==> config.mk <==
export PLATFORM = sky130hd
export DESIGN_NAME = muldiv32
export DESIGN_NICKNAME = d
export VERILOG_FILES = /design/src/rtl/muldiv32.sv
export SDC_FILE = /design/constraint.sdc
export NUM_CORES = 1
export LEC_CHECK = 0
export CAP_MARGIN = 20
export CORE_MARGIN = 3
export CORE_UTILIZATION = 40
export CTS_BUF_LIST = sky130_fd_sc_hd__clkbuf_4
export DETAILED_ROUTE_END_ITERATION = 8
export PLACE_DENSITY = 0.61
export SLEW_MARGIN = 0
export SYNTH_ARGS = -nofsm -noshare
export SYNTH_HDL_FRONTEND = slang
export SYNTH_SLANG_ARGS = --single-unit
==> constraint.sdc <==
create_clock -name clk -period 6.2 [get_ports clk]
set_input_delay 1.24 -clock clk [delete_from_list [all_inputs] [get_ports clk]]
set_output_delay 1.24 -clock clk [all_outputs]
set_load 0.005 [all_outputs]
==> src/rtl/muldiv32.sv <==
// muldiv32: iterative RV32M multiply/divide unit.
// Runs a radix-2 shift-add multiply or a restoring divide on operand
// magnitudes, fixes up signs afterwards and drives a one-cycle write-back
// pulse. Division by zero and signed overflow are resolved at accept time.
module muldiv32 #(
    parameter int XLEN = 32
) (
    input  logic            clk,
    input  logic            rst,
    input  logic [XLEN-1:0] ins,
    input  logic [XLEN-1:0] rso1,
    input  logic [XLEN-1:0] rso2,
    input  logic            in_valid,
    output logic            in_ready,
    output logic            wb_en,
    output logic [4:0]      wb_reg,
    output logic [XLEN-1:0] wb_val
);

    typedef enum logic [1:0] {S_IDLE, S_CALC, S_FIX, S_DONE} state_t;

    state_t            r_state, w_next;
    logic [4:0]        r_cnt;
    logic [2:0]        r_f3;
    logic [4:0]        r_rd;
    logic              r_neg;    // product / quotient sign
    logic              r_rneg;   // remainder sign (follows rs1)
    logic [XLEN-1:0]   r_hi;     // product high half / partial remainder
    logic [XLEN-1:0]   r_lo;     // multiplier -> product low / dividend -> quotient
    logic [XLEN-1:0]   r_b;      // multiplicand / divisor magnitude
    logic [4:0]        r_wb_reg;
    logic [XLEN-1:0]   r_wb_val;

    // ---------------- decode at the input ----------------
    logic [2:0]      w_f3;
    logic            w_is_m, w_accept, w_div;
    logic            w_sgn1, w_sgn2, w_neg1, w_neg2;
    logic [XLEN-1:0] w_mag1, w_mag2;
    logic            w_dz, w_ovf, w_special;
    logic [XLEN-1:0] w_spec_val;
    logic            w_unused;

    // rs1/rs2 index fields are resolved by the register file upstream
    assign w_unused  = ^ins[24:15];

    assign w_f3      = ins[14:12];
    assign w_is_m    = (ins[6:0] == 7'b0110011) && (ins[31:25] == 7'b0000001);
    assign w_accept  = in_valid && (r_state == S_IDLE) && w_is_m;
    assign w_div     = w_f3[2];
    // rs1 signed for MUL/MULH/MULHSU/DIV/REM; rs2 signed for MUL/MULH/DIV/REM
    assign w_sgn1    = (w_f3 == 3'd0) || (w_f3 == 3'd1) || (w_f3 == 3'd2) ||
                       (w_f3 == 3'd4) || (w_f3 == 3'd6);
    assign w_sgn2    = (w_f3 == 3'd0) || (w_f3 == 3'd1) ||
                       (w_f3 == 3'd4) || (w_f3 == 3'd6);
    assign w_neg1    = w_sgn1 && rso1[XLEN-1];
    assign w_neg2    = w_sgn2 && rso2[XLEN-1];
    assign w_mag1    = w_neg1 ? (~rso1 + 1'b1) : rso1;
    assign w_mag2    = w_neg2 ? (~rso2 + 1'b1) : rso2;

    assign w_dz      = w_div && (rso2 == '0);
    assign w_ovf     = w_div && !w_f3[0] && (rso1 == {1'b1, {(XLEN-1){1'b0}}}) &&
                       (rso2 == '1);
    assign w_special = w_dz || w_ovf;
    // f3[1] selects remainder; divide-by-zero takes priority over overflow
    assign w_spec_val = w_dz  ? (w_f3[1] ? rso1 : '1) :
                                (w_f3[1] ? '0 : {1'b1, {(XLEN-1){1'b0}}});

    // ---------------- iteration step ----------------
    logic [XLEN:0]   w_mul_sum;
    logic [XLEN-1:0] w_mul_hi, w_mul_lo;
    logic [XLEN:0]   w_sh;
    logic            w_ge;
    logic [XLEN-1:0] w_sub;

    assign w_mul_sum = {1'b0, r_hi} + (r_lo[0] ? {1'b0, r_b} : '0);
    assign w_mul_hi  = w_mul_sum[XLEN:1];
    assign w_mul_lo  = {w_mul_sum[0], r_lo[XLEN-1:1]};

    // partial remainder < divisor, so shifted value and difference fit
    assign w_sh      = {r_hi, r_lo[XLEN-1]};
    assign w_ge      = w_sh >= {1'b0, r_b};
    assign w_sub     = w_sh[XLEN-1:0] - r_b;

    // ---------------- sign fix-up ----------------
    logic [2*XLEN-1:0] w_prod, w_prod_s;
    logic [XLEN-1:0]   w_quo_s, w_rem_s, w_fix_val;

    assign w_prod    = {r_hi, r_lo};
    assign w_prod_s  = r_neg  ? (~w_prod + 1'b1) : w_prod;
    assign w_quo_s   = r_neg  ? (~r_lo + 1'b1)   : r_lo;
    assign w_rem_s   = r_rneg ? (~r_hi + 1'b1)   : r_hi;
    assign w_fix_val = r_f3[2] ? (r_f3[1] ? w_rem_s : w_quo_s) :
                       (r_f3 == 3'd0) ? w_prod_s[XLEN-1:0] : w_prod_s[2*XLEN-1:XLEN];

    // state register
    always_ff @(posedge clk) begin
        if (rst) r_state <= S_IDLE;
        else     r_state <= w_next;
    end

    // next-state logic
    always_comb begin
        w_next = r_state;
        case (r_state)
            S_IDLE: if (w_accept) w_next = w_special ? S_DONE : S_CALC;
            S_CALC: if (r_cnt == 5'd31) w_next = S_FIX;
            S_FIX:  w_next = S_DONE;
            S_DONE: w_next = S_IDLE;
            default: w_next = S_IDLE;
        endcase
    end

    // operand capture, iteration datapath and result registers
    always_ff @(posedge clk) begin
        if (rst) begin
            r_cnt    <= '0;
            r_f3     <= '0;
            r_rd     <= '0;
            r_neg    <= 1'b0;
            r_rneg   <= 1'b0;
            r_hi     <= '0;
            r_lo     <= '0;
            r_b      <= '0;
            r_wb_reg <= '0;
            r_wb_val <= '0;
        end else begin
            case (r_state)
                S_IDLE: if (w_accept) begin
                    r_cnt  <= '0;
                    r_f3   <= w_f3;
                    r_rd   <= ins[11:7];
                    r_neg  <= w_neg1 ^ w_neg2;
                    r_rneg <= w_neg1;
                    r_hi   <= '0;
                    r_b    <= w_div ? w_mag2 : w_mag1;
                    r_lo   <= w_div ? w_mag1 : w_mag2;
                    if (w_special) begin
                        r_wb_reg <= ins[11:7];
                        r_wb_val <= w_spec_val;
                    end
                end
                S_CALC: begin
                    r_cnt <= r_cnt + 5'd1;
                    if (r_f3[2]) begin
                        r_hi <= w_ge ? w_sub : w_sh[XLEN-1:0];
                        r_lo <= {r_lo[XLEN-2:0], w_ge};
                    end else begin
                        r_hi <= w_mul_hi;
                        r_lo <= w_mul_lo;
                    end
                end
                S_FIX: begin
                    r_wb_reg <= r_rd;
                    r_wb_val <= w_fix_val;
                end
                default: ;
            endcase
        end
    end

    assign in_ready = (r_state == S_IDLE);
    assign wb_en    = (r_state == S_DONE);
    assign wb_reg   = r_wb_reg;
    assign wb_val   = r_wb_val;

endmodule
### Yosys cells after proc, flatten, opt, wreduce, memory -nomap -nowiden

Cells that the tools add are included.

| operators by class | value |
|---|---|
| add/sub/neg operators | 8 |
| order comparisons | 1 |
| equality and inequality tests | 15 |
| multiplexer cells | 33 |
| bitwise logic cells | 6 |
| reduce and logical (&&, ||, !) cells | 27 |

Operator list:

| operator | number |
|---|---|
| 2-to-1 mux 32 bit | 20 |
| case mux 32 bit (2 select lines) | 3 |
| adder 32 x 1 -> 32 bit (second input constant) | 4 |
| NOT 32 bit | 4 |
| adder 64 x 1 -> 64 bit (second input constant) | 1 |
| == test 32 bit (second input constant) | 2 |
| 2-to-1 mux 64 bit | 1 |
| NOT 64 bit | 1 |
| adder 32 x 32 -> 33 bit | 1 |
| >= comparator 33 x 32 -> 1 bit | 1 |
| zero test 32 bit | 1 |
| subtractor 32 bit | 1 |
| case mux 5 bit (2 select lines) | 2 |
| 2-to-1 mux 5 bit | 3 |
| logical AND 1 bit | 9 |
| case mux 2 bit (4 select lines) | 1 |
| == test 7 x 1 -> 1 bit (second input constant) | 1 |
| == test 7 x 6 -> 1 bit (second input constant) | 1 |
| logical OR 1 bit | 7 |
| == test 3 bit (second input constant) | 2 |
| zero test 3 bit | 2 |
| 2-to-1 mux 2 bit | 3 |
| AND reduction 2 bit | 3 |
| adder 5 x 1 -> 5 bit (second input constant) | 1 |
| other kinds (12) | 15 |

| storage, ports and cells | value |
|---|---|
| flip-flop bits (word level) | 150 |
| bits of input ports | 99 |
| output and inout port bits | 39 |
| logic and storage cells | 101 |

### Longest topological paths before layout

| logic depth | value |
|---|---|
| depth after elaboration | 10 |
| depth in mapped cells | 14 |
| gate-level depth less buffers | 13 |

### Least setup slack after synthesis

No wires, ideal clock.

| path | value |
|---|---|
| kind | input to register |
| start point | input port rso1[13] |
| end point | register r_wb_val[16], in the netlist wb_val[16] |
| setup time | 128 ps |
| arrival time | 3,866 ps |
| data required time | 6,072 ps |
| setup slack | 2,207 ps |
| stages on the path | 11 |
| buffers on the path | 2 |
| path through | or4_1 or4_1 nor3_2 nand2_1 o21a_1 o21ai_1 clkbuf_1 clkbuf_1 nand2_1 o22ai_1 nor2_1 |

| on the way | value |
|---|---|
| longest elaborated chain between the ends | 6 |

Ends and longest elaborated chain:

| what | line | RTL |
|---|---|---|
| from (decl) | 11 | `input logic [XLEN-1:0] rso1,` |
| == test 32 bit | 61 | `assign w_ovf = w_div && !w_f3[0] && (rso1 == {1'b1, {(XLEN-1){1'b0}}}) &&` |
| logical AND 1 bit (2 in series) | 61 |  |
| logical OR 1 bit | 63 | `assign w_special = w_dz \|\| w_ovf;` |
| inequality test 2 x 1 -> 1 bit (no line) | -- |  |
| AND reduction 3 bit (no line) | -- |  |
| to (signal assigned) | 139 | `r_wb_val <= w_spec_val;` |
| to (signal assigned) | 154 | `r_wb_val <= w_fix_val;` |
| to (decl) | 32 | `logic [XLEN-1:0] r_wb_val;` |

Every way passes these cells.
A chain may end at the register's enable or synchronous reset.

### Worst setup path after layout

| path | value |
|---|---|
| start point | input port rso1[22] |
| end point | register r_wb_val[8], in the netlist wb_val[8] |

The elaborated chain is that of the path after synthesis.

==> impl_metrics.py <==
metrics = {
    "die": {
        "die_w_um": 201,
        "initial_core_util_pct": 41.1,
        "io_pins": 138,
        "placeableCoreArea_um2": 37100,
        "rows": 70,
        "die_h_um": 201,
        "die_area_um2": 40500,
    },
    "synthesis": {
        "synth_area_um2": 15300,
        "synthAdderAreaFrac_pct": 6.41,
        "ys_types": 79,
        "synth-simple-area-share_pct": 22.4,
        "synth_largest_area_cell": "dfxtp_1",
        "synth_xor_area_share_pct": 10.7,
        "synth_compound_area_share_pct": 30.1,
        "synthMuxAreaShare_pct": 4.90,
        "synth_nets": 2347,
        "synth_area_leaders": "dfxtp_1, o21ai_0, ha_1",
        "synth.avg_cell_area_um2": 7.03,
        "synth_top_area_share_pct": 19.7,
        "synth-async-reset-ratio_pct": 0,
        "netlist_instances": 2171,
        "yosys_warnings": 0,
        "synth.yosys.seq_area_share_pct": 19.7,
        "synth_enable_flop_cells": 0,
        "synth_top_family_by_area": "compound AO/OA/AOI/OAI gates",
        "synth_most_common_cell": "nor2_1",
        "synth_common_cells": "nor2_1, nand2_1, o21ai_0",
        "synth_seq_cells": 150,
        "synth-main-ff-cell": "dfxtp_1",
    },
    "power": {
        "p_sw_mw": 0.817,
        "power.internal_mw": 1.41,
        "power_mw": 2.23,
        "pwr-share-seq_pct": 44.2,
        "ir_drop_mv": 0.0972,
        "pwr-share-comb_pct": 25.7,
        "share_clk_of_total_power_pct": 30.1,
        "power_switching_share_pct": 36.7,
        "power_density_nw_per_um2": 130,
        "cellLeakagePower_nw": 6.47,
    },
    "global_routing": {
        "met3_usage_pct": 7.36,
        "grt-busiest-layer": "met2",
        "grt_usage_pct": 30.6,
        "grtUsageMet2_pct": 44.6,
        "grt_pass1_wl_um": 97000,
        "grt_max_degree": 75,
        "antenna_found_initial": 2,
        "grt_overflow": 0,
        "use_met1_pct": 44.0,
        "grt_pass1_vias": 15700,
    },
    "setup_path": {
        "cp_max_fo": 12,
        "worstSetupPathDepth": 11,
        "required_ns": 6.69,
        "reg2reg_depth": 13,
        "path_cells": "clkdlybuf4s50_1 > or4_1 > or3_1 > nor4_1 > nand4_1 > o21a_1 > o21ai_4 > buf_4 > o2111ai_1 > o21ai_0 > nor2_1",
        "cp_data_arrival_time_ns": 5.00,
        "worstSetupPathType": "input port to flip-flop",
        "cp_slowest_cell": "or4_1",
        "cpPeakStageDelay_ns": 0.62,
        "crit_path_start_kind": "input port",
        "cp_top_family": "simple AND/OR/NAND/NOR gates",
        "cp-end-kind": "flip-flop",
        "crit_buf_inv": 2,
    },
    "run_status": {
        "status": "finished, final reports clean",
    },
    "detailed_routing": {
        "via_count": 17000,
        "antenna_left": 0,
        "via_per_inst": 6.26,
        "drt-wirelength-per-cell_um": 23.6,
        "wl_um": 64200,
        "drc_errors": 0,
        "dr.first_iter.drc_count": 1928,
        "dr.pass1.iters": 7,
    },
    "timing": {
        "fin_skew_ns": 0.0429,
        "rsz0062_at_grt": "no",
        "hold_viol": 0,
        "slew_headroom_pct": 23.7,
        "setup_tns_ns": 0,
        "worstMarginPinSlew_ns": 1.12,
        "setup_violations": 0,
        "slew_viol_final": 0,
        "min_period_over_period_pct": 72.7,
        "clock.fmax_ghz": 0.222,
        "fin_crit_ns": 4.51,
        "hold_ws_ns": 0.464,
    },
    "cts": {
        "cts_resized": 0,
        "cts_tree": "built",
        "worstSkewPairLatency_ns": 0.66,
        "cts_num_sinks": 150,
        "cts_max_path_buffers": 2,
        "cts_buffers": 17,
        "cts-hold-fix-buffers": 0,
        "post_cts_buffers": 0,
        "htree_levels": 4,
        "cts_root_buf": "clkbuf_4",
        "clk_pin_slew_ns": 0.14,
    },
    "layout": {
        "syn2layout_area_growth_pct": 12.6,
        "drive_above_1_share_pct": 6.41,
        "stdcell_area_um2": 17200,
        "utilization_pct": 46.3,
        "finalNetCount": 2381,
    },
    "placed_design": {
        "port-buffer-count": 127,
        "postPlaceCellArea_um2": 16900,
        "gp_congestion": 0.964,
        "post-dp-hpwl_um": 49000,
    },
    "min_path": {
        "min_path_cells": 2,
        "hold_path.class": "flip-flop to flip-flop",
    },
    "flow_run": {
        "drv_cap": 0,
    },
}
[worst register-to-register path: stages, from the launching register on]
cell and delay [ns]:
dfxtp_1 0.44, inv_1 0.35, buf_4 0.36, nor2_1 0.09, ha_1 0.35, o211ai_1 0.10, o21ai_0 0.62, o2111ai_1 0.31
a31oi_1 0.49, a31o_2 0.32, a31oi_1 0.15, o31ai_1 0.31, xnor2_1 0.17, o211ai_1 0.09
[cells by family after synthesis]
kind of cell | after synthesis
AND/OR/NAND/NOR | 736
AO/OA/AOI/OAI | 719
buffers and inverters | 230
XOR/XNOR | 187
flip-flops | 150
adder cells (fa/ha/maj) | 77
multiplexers | 72
[stage by stage]
stage	worst slack [ns]	std cells
after floorplan	2.21	2171
after global placement	1.30	2690
after detailed placement	1.19	2690
after CTS	1.91	2721
after global routing	1.67	2722
final	1.70	2722
[cells in the final DEF (no fill, tap or decap), types with 13 or more instances in the layout]
cell type and n:
a211oi_1 72, a21o_1 25, a21oi_1 166, a22oi_1 20, a31oi_1 24, buf_4 46, clkbuf_4 19, clkdlybuf4s50_1 125
dfxtp_1 148, ha_1 74, inv_1 69, mux2_2 22, mux2i_1 50, nand2_1 228, nand2b_1 16, nand3_1 44
nand4_1 23, nor2_1 236, nor3_1 64, nor4_1 22, o211ai_1 29, o21a_1 21, o21ai_0 198, o22ai_1 16
o31ai_1 25, o41ai_1 18, or2_2 13, or3_1 16, xnor2_1 102, xor2_1 85
[layer usage]
layer,up-vias,routed length (µm),part of all wire [%]
met5,-,12,0.019
li1,7992,-,-
met1,8048,28400,44
met4,2,2290,3.6
met2,873,26600,41
met3,127,6880,11
[path summary, 6_finish.rpt]
check / to / slack [ns] / from
min reg2reg: r_rd[1] / 0.46 / r_rd[1]
max reg2reg: r_hi[30] / 1.92 / r_lo[0]
min: r_rd[1] / 0.46 / r_rd[1]
max: wb_val[8] / 1.70 / rso1[22]
[power by group through the flow]
stage	clock [mW]	combinational (mW)	sequential, mW
final	0.669	0.573	0.985
after global routing	0.718	0.616	0.986
after CTS	0.681	0.560	0.984
after detailed placement	0	0.559	1.00
after global placement	0	0.557	1.00
after floorplan	0	0.342	0.998
[area by class of cell]
type	count	area, µm²
Fill cell	3882	20000
Timing Repair Buffer	172	1600
Sequential cell	150	3010
Tap cell	504	631
Clock buffer	19	143
Inverter	73	274
Clock inverter	12	130
Multi-Input combinational cell	1791	11400
Antenna cell	1	2.50
Note: power is estimated with default switching activity, not from simulation.
